File: src/rtl/vend_pkg.sv
// Shared types and constants for the multi-slot vending controller.
package vend_pkg;

  typedef enum logic [1:0] {
    S_IDLE,
    S_RELOAD,
    S_TRANSACT,
    S_VENDING
  } vend_state_e;

  localparam int COST_W    = 3;
  localparam int DIGIT_MAX = 9;
  localparam int SALES_W   = 16;

  localparam logic [3:0] DIGIT_MAX_V = 4'(DIGIT_MAX);
  localparam logic [7:0] COST_MAX_V  = 8'((1 << COST_W) - 1);

endpackage

File: src/rtl/vend_key_capture.sv
// Two-digit item code capture with an inactivity timer shared by the key and
// payment phases of a transaction.
module vend_key_capture
  import vend_pkg::*;
#(
  parameter int KEY_TIMEOUT = 5
) (
  input  logic       CLK,
  input  logic       RESET,
  input  logic       start_i,
  input  logic       keep_i,
  input  logic       keyPress_i,
  input  logic [3:0] itemCode_i,
  output logic [3:0] tens_o,
  output logic [3:0] units_o,
  output logic       selDone_o,
  output logic       timerZero_o
);

  localparam int TMR_W = $clog2(KEY_TIMEOUT + 1);
  localparam logic [TMR_W-1:0] TMR_LOAD = TMR_W'(KEY_TIMEOUT);

  logic [TMR_W-1:0] timer_q, timer_d;
  logic [3:0]       tens_q, tens_d;
  logic [3:0]       units_q, units_d;
  logic [1:0]       keyCount_q, keyCount_d;

  always_ff @(posedge CLK) begin
    if (RESET) begin
      timer_q    <= '0;
      tens_q     <= '0;
      units_q    <= '0;
      keyCount_q <= '0;
    end else begin
      timer_q    <= timer_d;
      tens_q     <= tens_d;
      units_q    <= units_d;
      keyCount_q <= keyCount_d;
    end
  end

  // Presses after the second digit, or after expiry, leave both digits and timer alone.
  always_comb begin
    timer_d    = timer_q;
    tens_d     = tens_q;
    units_d    = units_q;
    keyCount_d = keyCount_q;
    if (start_i) begin
      timer_d    = TMR_LOAD;
      tens_d     = '0;
      units_d    = '0;
      keyCount_d = '0;
    end else if (!keep_i) begin
      timer_d    = '0;
      tens_d     = '0;
      units_d    = '0;
      keyCount_d = '0;
    end else if (keyPress_i && (keyCount_q != 2'd2) && (timer_q != '0)) begin
      timer_d    = TMR_LOAD;
      keyCount_d = keyCount_q + 2'd1;
      if (keyCount_q == 2'd0) begin
        tens_d = itemCode_i;
      end else begin
        units_d = itemCode_i;
      end
    end else if (timer_q != '0) begin
      timer_d = timer_q - TMR_W'(1);
    end
  end

  assign tens_o      = tens_q;
  assign units_o     = units_q;
  assign selDone_o   = (keyCount_q == 2'd2);
  assign timerZero_o = (timer_q == '0);

endmodule

File: src/rtl/multi_vend_ctrl.sv
// Multi-slot vending controller: state machine, stock array, pricing and sales.
// Optional sales counter enabled by defining VEND_SALES_CNT_EN.
module multi_vend_ctrl
  import vend_pkg::*;
#(
  parameter int NUM_ITEMS     = 20,
  parameter int STOCK_W       = 4,
  parameter int STOCK_MAX     = 10,
  parameter int KEY_TIMEOUT   = 5,
  parameter int VEND_TIMEOUT  = 4,
  parameter int PREMIUM_ITEMS = 2
) (
  input  logic               CLK,
  input  logic               RESET,
  input  logic               RELOAD,
  input  logic               CARD_IN,
  input  logic [3:0]         ITEM_CODE,
  input  logic               KEY_PRESS,
  input  logic               VALID_TRAN,
  input  logic               DOOR_OPEN,
  output logic               VEND,
  output logic               INVALID_SEL,
  output logic               FAILED_TRAN,
  output logic [COST_W-1:0]  COST,
  output logic [STOCK_W-1:0] STOCK_OUT,
  output logic [SALES_W-1:0] SALES
);

  localparam int IDX_W = (NUM_ITEMS > 1) ? $clog2(NUM_ITEMS) : 1;
  localparam int VT_W  = $clog2(VEND_TIMEOUT + 1);
  localparam logic [7:0]         NUM_ITEMS_V    = 8'(NUM_ITEMS);
  localparam logic [7:0]         PREMIUM_BASE_V = 8'(NUM_ITEMS - PREMIUM_ITEMS);
  localparam logic [STOCK_W-1:0] STOCK_FULL     = STOCK_W'(STOCK_MAX);
  localparam logic [VT_W-1:0]    VT_LIMIT       = VT_W'(VEND_TIMEOUT);

  vend_state_e state_q, state_d;

  logic [STOCK_W-1:0] stock_q [NUM_ITEMS];
  logic               doorSeen_q, doorSeen_d;
  logic [VT_W-1:0]    vendCnt_q, vendCnt_d;

  logic [3:0]         tens, units;
  logic               selDone, timerZero;
  logic               keyStart, keyKeep;
  logic [7:0]         item;
  logic [IDX_W-1:0]   itemIdx;
  logic               itemLegal;
  logic [STOCK_W-1:0] selStock;
  logic               selValid;
  logic [7:0]         costRaw;
  logic [COST_W-1:0]  selCost;
  logic               vendGo;

  vend_key_capture #(
    .KEY_TIMEOUT(KEY_TIMEOUT)
  ) u_keys (
    .CLK        (CLK),
    .RESET      (RESET),
    .start_i    (keyStart),
    .keep_i     (keyKeep),
    .keyPress_i (KEY_PRESS),
    .itemCode_i (ITEM_CODE),
    .tens_o     (tens),
    .units_o    (units),
    .selDone_o  (selDone),
    .timerZero_o(timerZero)
  );

  assign keyStart = (state_q == S_IDLE) && (state_d == S_TRANSACT);
  assign keyKeep  = (state_d == S_TRANSACT) || (state_d == S_VENDING);

  // Out-of-range items never index the stock array; they read as empty instead.
  assign item      = 8'(tens) * 8'd10 + 8'(units);
  assign itemIdx   = item[IDX_W-1:0];
  assign itemLegal = (tens <= DIGIT_MAX_V) && (units <= DIGIT_MAX_V) && (item < NUM_ITEMS_V);
  assign selStock  = itemLegal ? stock_q[itemIdx] : '0;
  assign selValid  = selDone && itemLegal && (selStock != '0);
  assign costRaw   = {2'b00, item[7:2]} + 8'd1 + {7'd0, (item >= PREMIUM_BASE_V)};
  assign selCost   = (costRaw > COST_MAX_V) ? COST_MAX_V[COST_W-1:0] : costRaw[COST_W-1:0];
  assign vendGo    = (state_q == S_TRANSACT) && selValid && VALID_TRAN && !timerZero;

  always_ff @(posedge CLK) begin
    if (RESET) begin
      state_q    <= S_IDLE;
      doorSeen_q <= 1'b0;
      vendCnt_q  <= '0;
    end else begin
      state_q    <= state_d;
      doorSeen_q <= doorSeen_d;
      vendCnt_q  <= vendCnt_d;
    end
  end

  always_comb begin
    state_d = state_q;
    case (state_q)
      S_IDLE: begin
        if (RELOAD) begin
          state_d = S_RELOAD;
        end else if (CARD_IN) begin
          state_d = S_TRANSACT;
        end
      end
      S_RELOAD: begin
        if (!RELOAD) begin
          state_d = S_IDLE;
        end
      end
      S_TRANSACT: begin
        if (!selDone) begin
          if (timerZero) begin
            state_d = S_IDLE;
          end
        end else if (!selValid) begin
          state_d = S_IDLE;
        end else if (vendGo) begin
          state_d = S_VENDING;
        end else if (timerZero) begin
          state_d = S_IDLE;
        end
      end
      S_VENDING: begin
        if (doorSeen_q && !DOOR_OPEN) begin
          state_d = S_IDLE;
        end else if (!doorSeen_q && !DOOR_OPEN && (vendCnt_q >= VT_LIMIT)) begin
          state_d = S_IDLE;
        end
      end
      default: state_d = S_IDLE;
    endcase
  end

  // vendCnt_q counts VEND-high cycles so an unopened door releases after VEND_TIMEOUT.
  always_comb begin
    doorSeen_d = 1'b0;
    vendCnt_d  = '0;
    if (vendGo) begin
      vendCnt_d = VT_W'(1);
    end else if (state_q == S_VENDING) begin
      doorSeen_d = doorSeen_q || DOOR_OPEN;
      vendCnt_d  = (vendCnt_q < VT_LIMIT) ? vendCnt_q + VT_W'(1) : vendCnt_q;
    end
  end

  always_comb begin
    VEND        = (state_q == S_VENDING);
    INVALID_SEL = 1'b0;
    FAILED_TRAN = 1'b0;
    COST        = '0;
    STOCK_OUT   = '0;
    if (state_q == S_TRANSACT) begin
      INVALID_SEL = selDone ? !selValid : timerZero;
      FAILED_TRAN = selValid && timerZero;
    end
    if (((state_q == S_TRANSACT) && selValid) || (state_q == S_VENDING)) begin
      COST      = selCost;
      STOCK_OUT = selStock;
    end
  end

  always_ff @(posedge CLK) begin
    for (int i = 0; i < NUM_ITEMS; i++) begin
      if (RESET) begin
        stock_q[i] <= '0;
      end else if (state_q == S_RELOAD) begin
        stock_q[i] <= STOCK_FULL;
      end else if (vendGo && (itemIdx == IDX_W'(i)) && (stock_q[i] != '0)) begin
        stock_q[i] <= stock_q[i] - STOCK_W'(1);
      end
    end
  end

`ifdef VEND_SALES_CNT_EN
  logic [SALES_W-1:0] sales_q, sales_d;

  always_comb begin
    sales_d = vendGo ? sales_q + SALES_W'(1) : sales_q;
  end

  always_ff @(posedge CLK) begin
    if (RESET) begin
      sales_q <= '0;
    end else begin
      sales_q <= sales_d;
    end
  end

  assign SALES = sales_q;
`else
  assign SALES = '0;
`endif

endmodule

File: config.mk
export PLATFORM = sky130hd
export DESIGN_NAME = multi_vend_ctrl
export DESIGN_NICKNAME = d
export VERILOG_FILES = /design/src/rtl/vend_pkg.sv /design/src/rtl/vend_key_capture.sv /design/src/rtl/multi_vend_ctrl.sv
export SDC_FILE = /design/constraint.sdc
export NUM_CORES = 1
export LEC_CHECK = 0
export ABC_AREA = 1
export CORE_MARGIN = 5
export CORE_UTILIZATION = 40
export DETAILED_ROUTE_END_ITERATION = 6
export GPL_TIMING_DRIVEN = 0
export PLACE_DENSITY_LB_ADDON = 0.15
export SLEW_MARGIN = 30
export SYNTH_ARGS = -nofsm -noshare
export SYNTH_HDL_FRONTEND = slang
export SYNTH_SLANG_ARGS = --single-unit
export TNS_END_PERCENT = 100
File: constraint.sdc
create_clock -name CLK -period 8.1 [get_ports CLK]
set_input_delay 0.81 -clock CLK [delete_from_list [all_inputs] [get_ports CLK]]
set_output_delay 0.81 -clock CLK [all_outputs]
set_load 0.03 [all_outputs]
==> results.yml <==
sta:
  worst_slew_pin_slew_ns: 0.680
  setup_tns_ns: 0
  rsz0062_at_grt: "no"
  period_share_pct: 64.5
  finalHoldViolations: 0
  layout_setup_ws_ns: 2.88
  relSlewSlack_pct: 54.7
  setup_viol: 0
  finalMaxSlewViolations: 0
  finalCriticalPeriod_ns: 5.22
  skew_ns: 0.0132
  max_freq_ghz: 0.191
  timing.hold.ws_ns: 0.455
route:
  post_drt_via_cell_ratio: 4.94
  num_vias: 5427
  ant_nets: 0
  firstDrtPassIters: 5
  drt_wl_total_mm: 16.3
  drc: 0
  drt-initial-drc-count: 272
  routedWlPerCell_um: 14.9
final_layout:
  drive_gt1_share_pct: 8.16
  num_antenna_cells: 0
  seqCellArea_um2: 2780
  fillers: 1648
  post-route-cell-area_um2: 7390
  syn2layout_area_growth_pct: 12.4
  nets: 924
  multi_input_area_um2: 3140
grt:
  grt_pass1_wl_mm: 27.0
  antenna_found_initial: 0
  grtUsageTotal_pct: 17.5
  grt-ovfl-total: 0
  grt_pass1_vias: 5302
  grt_max_degree: 15
power:
  peakVddDrop_mv: 0.106
  p_leak_uw: 0.00336
  powerDensity_nw_per_um2: 172
  switching_share_pct: 27.8
  clkPwrFrac_pct: 34.6
  p_int_uw: 914
  combPwrFrac_pct: 17.1
  seq_power_share_pct: 48.3
  p_sw_uw: 353
die:
  fp.dieArea_um2: 19100
  pin_count: 37
  initial_core_util_pct: 41.1
  rows: 46
  coreArea_um2: 16000
  die_y_um: 138
  die_w_um: 138
worst_setup_path:
  path_cells: "ha_1, ha_1, nand2_1, nand2_1, inv_1, nand2_1, nand2_1, nand2_1, buf_6, clkbuf_1, o211ai_1, inv_1, ha_1, inv_1, ha_1, o21ai_0, o21ai_0, nor3_1, a21oi_1, clkdlybuf4s50_1"
  endpoint_kind: "output pin"
  cpMostUsedCell: "nand2_1"
  crit_path_max_fanout: 10
  arrival_ns: 4.41
  cp_slowest_stage_delay_ns: 0.62
  start_kind: "register"
  crit_path_top_delay_cell: "clkdlybuf4s50_1"
  required_ns: 7.29
  path_class: "register to output pin"
cts:
  clockBufferDepth: 2
  numCtsBuffers: 9
  h-tree-depth: 3
  cts_setup_buffers: 0
  cts_tree: "done"
  cts_sinks: 99
  cts_root_buf: "clkbuf_16"
  clk_pin_slew_worst_paths_ns: 0.06
  cts_resized: 0
  cts_hold_buf: 0
  insertion_delay_ns: 0.36
yosys:
  ys_seq_area_share_pct: 42.4
  yosysWarnings: 0
  syn_inst: 831
  ys_seq_elements: 99
  syn_avg_cell_area_um2: 7.91
  syn_area_um2: 6570
  synth_cell_types: 44
place:
  place_area_um2: 7100
  pre_cts_ws_ns: 3.32
  port_buffers: 20
  routabilityCongestion: 0.881
  dpl.hpwl_mm: 12.4
hold_path:
  holdCritPathClass: "register to register"
flow_run:
  drv_cap: 0
outcome:
  status: "completed"
[cell usage after synthesis (all sizes together)]
library cell | n | area, µm²
a211oi | 4 | 30.0
a21oi | 32 | 164
a31oi | 2 | 12.5
buf | 25 | 188
clkbuf | 8 | 30.0
conb | 1 | 3.75
dfxtp | 19 | 380
edfxtp | 80 | 2400
fa | 2 | 40.0
ha | 34 | 425
inv | 129 | 489
mux2i | 1 | 10.0
nand2 | 183 | 717
nand3 | 42 | 215
nand3b | 1 | 20.0
nand4 | 15 | 100
nor2 | 117 | 457
nor3 | 5 | 25.0
nor4 | 8 | 50.1
o2111ai | 3 | 26.3
o211ai | 2 | 15.0
o21ai | 61 | 313
o21bai | 2 | 15.0
o22ai | 2 | 12.5
or2 | 17 | 106
xnor2 | 15 | 139
xor2 | 21 | 184
[placed cells by master, fill, tap and decap left out, drive strengths merged, types with 3 or more instances in the layout]
| cell type | synthesis | routed |
|---|---|---|
| ha | 34 | 34 |
| conb | 1 | 16 |
| dfxtp | 19 | 19 |
| buf | 25 | 25 |
| o2111ai | 3 | 3 |
| inv | 129 | 129 |
| a211oi | 4 | 4 |
| nor4 | 8 | 8 |
| nor3 | 5 | 5 |
| o21ai | 61 | 61 |
| clkbuf | 8 | 22 |
| edfxtp | 80 | 80 |
| xor2 | 21 | 21 |
| a21oi | 32 | 32 |
| or2 | 17 | 17 |
| nand4 | 15 | 15 |
| clkdlybuf4s50 | 0 | 20 |
| nand2 | 183 | 183 |
| xnor2 | 15 | 15 |
| nor2 | 117 | 117 |
| nand3 | 42 | 42 |
[area by class of cell]
class | count | area share [%]
Inverter | 129 | 6.62
Timing Repair Buffer | 20 | 2.71
Buffer | 33 | 2.95
Tap cell | 216 | 3.66
Sequential cell | 99 | 37.7
Multi-Input combinational cell | 585 | 42.5
Clock buffer | 14 | 3.44
Clock inverter | 2 | 0.474
[worst paths after layout]
path                     from            end  slack, ns  cells past startpoint
min                doorSeen_q     doorSeen_q       0.45                      2
max reg2reg  u_keys.tens_o[1]  stock_q[8][3]       4.32                     20
min reg2reg        doorSeen_q     doorSeen_q       0.45                      2
max          u_keys.tens_o[0]        COST[2]       2.88                     20
[registers in the layout, summed over array words and instances, names as in the netlist]
signal             cells
stock_q               80
state_q                2
u_keys.keyCount_q      2
vendCnt_q              3
u_keys.units_o         4
u_keys.tens_o          4
u_keys.timer_q         3
doorSeen_q             1
[routing by layer]
layer | up-vias | global-route usage (%) | share of wire [%]
met1 | 2513 | 23.3 | 47
met2 | 123 | 28.6 | 47
met4 | 0 | 5.30 | 1.5
met5 | - | 0 | 0
met3 | 24 | 3.72 | 4.9
li1 | 2767 | - | -
[worst max-delay path: cells and delay by family (launching register included)]
kind | cells | cell delay [ns]
buffers and inverters | 6 | 1.43
adder cells (fa/ha/maj) | 4 | 1.03
AND/OR/NAND/NOR | 6 | 0.68
flip-flops | 1 | 0.34
AO/OA/AOI/OAI | 4 | 0.59
[cells by family after synthesis]
family,synth area share [%]
XOR/XNOR,4.91
other,0.0571
adder cells (fa/ha/maj),7.08
flip-flops,42.4
AND/OR/NAND/NOR,25.7
multiplexers,0.152
AO/OA/AOI/OAI,8.95
buffers and inverters,10.8
[metrics by stage]
step / total power (µW) / std cells / util [%]
after detailed placement: 838 / 1082 / 44.4
after floorplan: 780 / 846 / -
after global routing: 1330 / 1098 / 46.2
after CTS: 1280 / 1098 / 46.2
final: 1270 / 1098 / 46.2
after global placement: 837 / 1082 / 44.4
[power by group through the flow]
stage                     combinational (µW)  clock [µW]  sequential, µW
after floorplan                          165           0             615
after global placement                   215           0             623
after detailed placement                 215           0             623
after CTS                                217         446             612
after global routing                     245         469             616
final                                    216         438             612
(Power assumes the default switching activity.)
